[src/rtl/prog_pkg.sv]
// Shared constants for the programming-mode editor: FSM states, mode codes
// and the BCD range limits of every editable field.
package prog_pkg;

    typedef enum logic [2:0] {
        S_IDLE,
        S_EDIT_FECHA,
        S_EDIT_HORA,
        S_EDIT_TIMER,
        S_COMMIT
    } state_t;

    localparam logic [2:0] MODE_NONE  = 3'b000;
    localparam logic [2:0] MODE_FECHA = 3'b001;
    localparam logic [2:0] MODE_HORA  = 3'b010;
    localparam logic [2:0] MODE_TIMER = 3'b100;

    localparam logic [7:0] BCD_ZERO = 8'h00;
    localparam logic [7:0] HORA_MAX = 8'h23;
    localparam logic [7:0] MS_MAX   = 8'h59;
    localparam logic [7:0] DIA_MIN  = 8'h01;
    localparam logic [7:0] DIA_MAX  = 8'h31;
    localparam logic [7:0] MES_MIN  = 8'h01;
    localparam logic [7:0] MES_MAX  = 8'h12;
    localparam logic [7:0] ANIO_MAX = 8'h99;

    // Mode code of the group an EDIT state works on; MODE_NONE elsewhere.
    function automatic logic [2:0] mode_of(input state_t s);
        case (s)
            S_EDIT_FECHA: mode_of = MODE_FECHA;
            S_EDIT_HORA:  mode_of = MODE_HORA;
            S_EDIT_TIMER: mode_of = MODE_TIMER;
            default:      mode_of = MODE_NONE;
        endcase
    endfunction

endpackage

[src/rtl/bcd_step.sv]
// Combinational two-digit BCD increment/decrement with wrap between min and max.
module bcd_step (
    input  logic [7:0] value,
    input  logic [7:0] min,
    input  logic [7:0] max,
    input  logic       up,
    input  logic       down,
    output logic [7:0] next
);
    always_comb begin
        next = value;
        if (up) begin
            if (value == max)
                next = min;
            else if (value[3:0] == 4'd9)
                next = {value[7:4] + 4'd1, 4'd0};
            else
                next = value + 8'd1;
        end else if (down) begin
            if (value == min)
                next = max;
            else if (value[3:0] == 4'd0)
                next = {value[7:4] - 4'd1, 4'd9};
            else
                next = value - 8'd1;
        end
    end
endmodule

[src/rtl/prog_editor.sv]
// Edit controller: selects and steps time/date/timer BCD fields from button
// edges and pulses a commit strobe when a programming mode is left.
module prog_editor
    import prog_pkg::*;
(
    input  logic       clk,
    input  logic       reset,
    input  logic [2:0] prog,
    input  logic       btn_up,
    input  logic       btn_down,
    input  logic       btn_left,
    input  logic       btn_right,
    output logic [7:0] hora,
    output logic [7:0] min,
    output logic [7:0] seg,
    output logic [7:0] dia,
    output logic [7:0] mes,
    output logic [7:0] anio,
    output logic [7:0] t_hora,
    output logic [7:0] t_min,
    output logic [7:0] t_seg,
    output logic [1:0] cursor,
    output logic       editing,
    output logic       wr_strobe,
    output logic [2:0] wr_sel
);
    state_t     state_q;
    logic [3:0] btn_q;
    logic [7:0] hora_q, min_q, seg_q, dia_q, mes_q, anio_q;
    logic [7:0] t_hora_q, t_min_q, t_seg_q;
    logic [1:0] cursor_q;
    logic       editing_q, wr_strobe_q;
    logic [2:0] wr_sel_q;

    logic [3:0] btn_now, btn_edge;
    logic       act_up, act_down, act_left, act_right;
    logic [2:0] grp;
    logic [7:0] cur_val, cur_min, cur_max, step_d;

    assign btn_now   = {btn_up, btn_down, btn_left, btn_right};
    assign btn_edge  = btn_now & ~btn_q;
    assign act_up    = btn_edge[3];
    assign act_down  = btn_edge[2] & ~btn_edge[3];
    assign act_left  = btn_edge[1] & ~|btn_edge[3:2];
    assign act_right = btn_edge[0] & ~|btn_edge[3:1];
    assign grp       = mode_of(state_q);

    always_comb begin
        cur_val = '0;
        cur_min = BCD_ZERO;
        cur_max = BCD_ZERO;
        case (state_q)
            S_EDIT_FECHA:
                case (cursor_q)
                    2'd0:    begin cur_val = dia_q;  cur_min = DIA_MIN; cur_max = DIA_MAX;  end
                    2'd1:    begin cur_val = mes_q;  cur_min = MES_MIN; cur_max = MES_MAX;  end
                    default: begin cur_val = anio_q; cur_max = ANIO_MAX; end
                endcase
            S_EDIT_HORA:
                case (cursor_q)
                    2'd0:    begin cur_val = hora_q; cur_max = HORA_MAX; end
                    2'd1:    begin cur_val = min_q;  cur_max = MS_MAX;   end
                    default: begin cur_val = seg_q;  cur_max = MS_MAX;   end
                endcase
            S_EDIT_TIMER:
                case (cursor_q)
                    2'd0:    begin cur_val = t_hora_q; cur_max = HORA_MAX; end
                    2'd1:    begin cur_val = t_min_q;  cur_max = MS_MAX;   end
                    default: begin cur_val = t_seg_q;  cur_max = MS_MAX;   end
                endcase
            default: ;
        endcase
    end

    bcd_step u_step (
        .value (cur_val),
        .min   (cur_min),
        .max   (cur_max),
        .up    (act_up),
        .down  (act_down),
        .next  (step_d)
    );

    always_ff @(posedge clk or posedge reset) begin
        if (reset) begin
            state_q     <= S_IDLE;
            btn_q       <= '0;
            hora_q      <= BCD_ZERO;
            min_q       <= BCD_ZERO;
            seg_q       <= BCD_ZERO;
            dia_q       <= DIA_MIN;
            mes_q       <= MES_MIN;
            anio_q      <= BCD_ZERO;
            t_hora_q    <= BCD_ZERO;
            t_min_q     <= BCD_ZERO;
            t_seg_q     <= BCD_ZERO;
            cursor_q    <= '0;
            editing_q   <= 1'b0;
            wr_strobe_q <= 1'b0;
            wr_sel_q    <= '0;
        end else begin
            btn_q       <= btn_now;
            wr_strobe_q <= 1'b0;
            wr_sel_q    <= '0;

            // Actions apply in every EDIT state, including the cycle that leaves it.
            if (grp != MODE_NONE) begin
                if (act_left)
                    cursor_q <= (cursor_q == 2'd0) ? 2'd2 : cursor_q - 2'd1;
                else if (act_right)
                    cursor_q <= (cursor_q == 2'd2) ? 2'd0 : cursor_q + 2'd1;
                if (act_up || act_down) begin
                    case (state_q)
                        S_EDIT_FECHA:
                            case (cursor_q)
                                2'd0:    dia_q  <= step_d;
                                2'd1:    mes_q  <= step_d;
                                default: anio_q <= step_d;
                            endcase
                        S_EDIT_HORA:
                            case (cursor_q)
                                2'd0:    hora_q <= step_d;
                                2'd1:    min_q  <= step_d;
                                default: seg_q  <= step_d;
                            endcase
                        default:
                            case (cursor_q)
                                2'd0:    t_hora_q <= step_d;
                                2'd1:    t_min_q  <= step_d;
                                default: t_seg_q  <= step_d;
                            endcase
                    endcase
                end
                if (prog != grp) begin
                    state_q     <= S_COMMIT;
                    editing_q   <= 1'b0;
                    wr_strobe_q <= 1'b1;
                    wr_sel_q    <= grp;
                end
            end else begin
                case (state_q)
                    S_IDLE: begin
                        if (prog == MODE_FECHA || prog == MODE_HORA || prog == MODE_TIMER) begin
                            state_q   <= (prog == MODE_FECHA) ? S_EDIT_FECHA :
                                         (prog == MODE_HORA)  ? S_EDIT_HORA  : S_EDIT_TIMER;
                            editing_q <= 1'b1;
                            cursor_q  <= '0;
                        end
                    end
                    default: state_q <= S_IDLE;
                endcase
            end
        end
    end

    assign hora      = hora_q;
    assign min       = min_q;
    assign seg       = seg_q;
    assign dia       = dia_q;
    assign mes       = mes_q;
    assign anio      = anio_q;
    assign t_hora    = t_hora_q;
    assign t_min     = t_min_q;
    assign t_seg     = t_seg_q;
    assign cursor    = cursor_q;
    assign editing   = editing_q;
    assign wr_strobe = wr_strobe_q;
    assign wr_sel    = wr_sel_q;
endmodule

[config.mk]
export PLATFORM = sky130hd
export DESIGN_NAME = prog_editor
export DESIGN_NICKNAME = d
export VERILOG_FILES = /design/src/rtl/prog_pkg.sv /design/src/rtl/bcd_step.sv /design/src/rtl/prog_editor.sv
export SDC_FILE = /design/constraint.sdc
export NUM_CORES = 1
export LEC_CHECK = 0
export ABC_AREA = 1
export CAP_MARGIN = 40
export CORE_MARGIN = 4
export CORE_UTILIZATION = 35
export CTS_CLUSTER_DIAMETER = 50
export DETAILED_ROUTE_END_ITERATION = 8
export SLEW_MARGIN = 20
export SYNTH_ARGS = -nofsm -noshare
export SYNTH_HDL_FRONTEND = slang
export SYNTH_SLANG_ARGS = --single-unit
[constraint.sdc]
create_clock -name clk -period 5.6 [get_ports clk]
set_clock_uncertainty 0.1 [all_clocks]
set_input_delay 0.84 -clock clk [delete_from_list [all_inputs] [get_ports clk]]
set_output_delay 0.84 -clock clk [all_outputs]
set_load 0.03 [all_outputs]
==> impl.org <==
** Floorplan
- Pin placement for this block handled 88 I/O pins.
- The floorplan step defined a core boundary enclosing 0.0148 sq mm.
- The die is 132 um wide.
- The initialized floorplan defines 44 standard-cell rows.
- Measured along the y axis, the die boundary spans 132 um.
- Area enclosed by the die boundary :: 0.0174 sq mm
- The initial utilization of the core area, before any placement, comes to 36.3%.

** Logic synthesis
- Register bit count reported by yosys :: 86
- Cell type with the largest total area after synthesis :: dfrtp_1
- The commonest cells after synthesis are nand2_1, dfrtp_1, inv_1.
- The mapped netlist covers 0.00536 sq mm.
- Fraction of synthesized cell area taken by the top area cell type :: about two fifths
- Synth area leaders :: dfrtp_1, nand2_1, nand3_1
- The number of different library cells used by synthesis comes to 39.
- During synthesis, Yosys emitted a total of 0 warnings.
- Post-Synthesis Cells :: 764
- A synthesized cell averages 7.02 sq um.
- Most repeated cell in the gate-level netlist after synthesis :: nand2_1
- When the netlist entered floorplanning its net count stood at 785.
- The most used flip-flop cell after synthesis is dfrtp_1.
- In this run, synthesis inferred 0 flip-flops with an integrated enable.
- Async SR Flop Fraction :: 100%
- Sequential area share after synthesis :: between 40 and 50%

** Place
- Port buffering added between 80 and 90 buffers.
- At the end of routability-driven placement, the weighted congestion stood at 0.940.
- Hpwl dp :: 12.9 mm
- The placed instances occupy a cell area of 0.00644 sq mm.

** Power
- P_leak :: 0.00358 uW
- The share of total power dissipated in sequential elements is 25.8%.
- Switching power :: roughly 2200 uW
- Cell internal power was estimated by the tool at 2120 uW.
- Combinational cells account for 60.1% of the total power.
- In this run switching power makes up 51.2% of total power.
- VDD IR max :: roughly 0.27 mV
- Of the total power, the clock network draws 14.1%.
- Dividing total power by cell area gives a power density of 643 mW/mm^2.

** Global routing
- Aggregate global routing overflow :: 0
- Met3 capacity usage during global routing :: 3.47%
- Entering global routing, the biggest net connects 34 pins.
- Number of antenna violations at the first check in global routing :: 0
- met2 is the most crowded layer.
- Global-route total usage across every layer :: between 15 and 20%
- For this run, global-route usage on met2 was measured as 31.5%.
- Global routing consumed, on the met1 layer, 27.6% of the routing resources.
- The number of global-route vias before repair was 5082.
- Wire length of the first global-routing pass :: 27.6 mm

** Layout
- N_diodes :: 0
- Share of final-layout standard cells stronger than drive strength 1 :: 11.2%
- The finished cells cover 0.00674 sq mm.
- Final-stage net count :: 877
- Storage element area :: 0.00215 sq mm
- Final core occ :: 45.7%
- Relative to the synthesized area, the layout overhead comes to 25.7%.
- Summing all multi-input logic gate instances after layout gives roughly 0.0028 sq mm.
- The layout has roughly 1500 filler cells.

** Route
- Initial DRC count :: approximately 360
- In the routed design, unresolved DRC markers number 0.
- Post-route antenna net violation count :: 0
- Average wire per cell in the routed design :: ~16 um
- Via count :: a little over 5000
- Number of vias per cell :: 4.92
- After detailed routing, the total wire length is 16.8 mm.
- Number of iterations in the first detailed-routing pass :: 5

** Setup path
- In this run the critical register-to-register path is launched from cursor[0].
- Of all nets on the critical path, the largest fanout is 27.
- Register-to-register setup slack :: 1.77 ns
- Path depth of the worst reg2reg path :: 20
- Critical path class :: register to register
- Worst Path Required :: about 5.8 ns
- Endpoint class of the critical path :: register
- The worst register-to-register path ends at min[4].
- Signal arrival time at the worst endpoint :: around 4.0 ns
- The worst setup path is launched from a register.

** Timing
- Measured against its own limit, the worst slew margin works out to 45.3%.
- Final worst path period share :: between 60 and 70%
- Unrepaired setup endpoints after global routing :: no
- Final count of pins violating max slew :: 0
- Counting I/O delays and the setup requirement, the final critical path takes roughly 3.8 ns.
- FMAX :: 261 MHz
- For the pin with the worst max-slew slack, the measured transition is between 0.8 and 0.9 ns.
- Setup violations remaining at the end of the flow were counted as 0.
- Setup TNS :: 0 ns
- The final count of hold timing violations is 0.

** Hold path
- Worst min-delay path category :: register to register
- Number of cells on the worst hold path :: 2
- The worst hold path begins at dia[0].
- Min-Delay Endpoint :: dia[0]

** Clock network
- Source-to-sink clock delay at the later pin of the worst-skew pair :: 0.35 ns
- The number of gates resized after CTS was 0.
- Clock buffer count from CTS :: 9
- CTS root buf :: clkbuf_16
- Clock-pin slew on the worst setup and hold paths :: 0.06 ns
- Number of buffers between clock root and the deepest sink :: 2
- Number of post-CTS setup repair buffers :: 0
- CTS tree :: done
- The number of hold buffers added after CTS was 0.
- CTS sink cnt :: 86
- The H-tree was split into 3 levels.

** Outcome
- The run finished with clean final reports.

** Job
- The tool flagged a number of max-cap violations equal to 0.
## state kept, by name, summed over array words and instances (netlist names), 2 cells and up
register	flops
seg	8
btn_q	4
cursor	2
min	8
state_q	3
anio	8
mes	8
wr_sel	3
t_min	8
dia	8
hora	8
t_seg	8
t_hora	8
## power groups by stage
stage / Combinational [uW] / Clock, uW / Sequential, uW
floorplan: 1320 / 0 / 1490
global placement: 2590 / 0 / 1130
detailed placement: 2600 / 0 / 1120
CTS: 2610 / 615 / 1120
global route: 2860 / 643 / 1150
finish: 2600 / 610 / 1120
## worst max-delay path, cell delays in order (launching register included)
cell and delay, ns:
dfrtp_1 0.42, inv_1 0.14, ha_1 0.71, nor2_8 0.19, nand2_1 0.12, nand3_1 0.07
nand2_1 0.11, nand3_2 0.20, inv_1 0.19, ha_1 0.19, inv_1 0.04, nor2_1 0.09
nand2_1 0.09, nor2_4 0.14, nand2_4 0.11, inv_2 0.09, nand2_1 0.05, nand3_1 0.21
nand3_2 0.26, nand2_1 0.12, nand2_1 0.05
## worst max path at each step
stage / startpoint / end / slack [ns]
finish: cursor[0] / min[4] / 1.77
global route: cursor[0] / dia[6] / 1.40
CTS: cursor[0] / min[4] / 1.75
detailed placement: cursor[0] / seg[4] / 1.80
global placement: cursor[1] / min[6] / 1.87
floorplan: reset / anio[0] / 2.44
## kinds of logic after synthesis
family                   count (synthesis)  share of synthesized area (%)
XOR/XNOR                                 6                          0.980
flip-flops                              86                           40.2
AND/OR/NAND/NOR                        526                           44.3
buffers and inverters                  100                           7.89
AO/OA/AOI/OAI                           33                           3.62
adder cells (fa/ha/maj)                 12                           2.80
multiplexers                             1                          0.210
## layout by cell type (no fill, tap or decap), types with 6 or more instances in the layout
cell	count
nand4_1	7
inv_1	69
nor2_1	37
clkbuf_16	9
dfrtp_1	84
nand3_2	13
or2_2	10
nand2_1	370
a21oi_1	6
nand2_2	12
o21ai_1	9
o21ai_0	10
ha_1	12
inv_2	14
clkdlybuf4s50_1	87
nand3_1	54
buf_4	7
## routing by layer
| metal | share of wire [%] | wire [um] |
|---|---|---|
| met5 | 0 | 0 |
| met2 | 46 | 7790 |
| met4 | 2.1 | 347 |
| met3 | 4.4 | 738 |
| met1 | 47 | 7960 |
## area by class of cell
class                      instances  area share [%]
multi-input combinational        578            41.3
sequential                        86            32.0
timing repair buffer              95            14.0
inverter                          86            4.88
clock buffer                      11            3.75
tap                              184            3.42
clock inverter                     3           0.668
## metrics by stage
stage	total power, uW	worst slack, ns	hold slack, ns	instances
2_1_floorplan	2810	2.44	0.435	764
3_3_place_gp	3720	1.87	0.389	1026
3_5_place_dp	3720	1.80	0.387	1029
4_1_cts	4340	1.75	0.398	1043
5_1_grt	4650	1.40	0.420	1043
6_report	4330	1.77	0.400	1043
No activity file was read; power rests on OpenSTA's default activity.
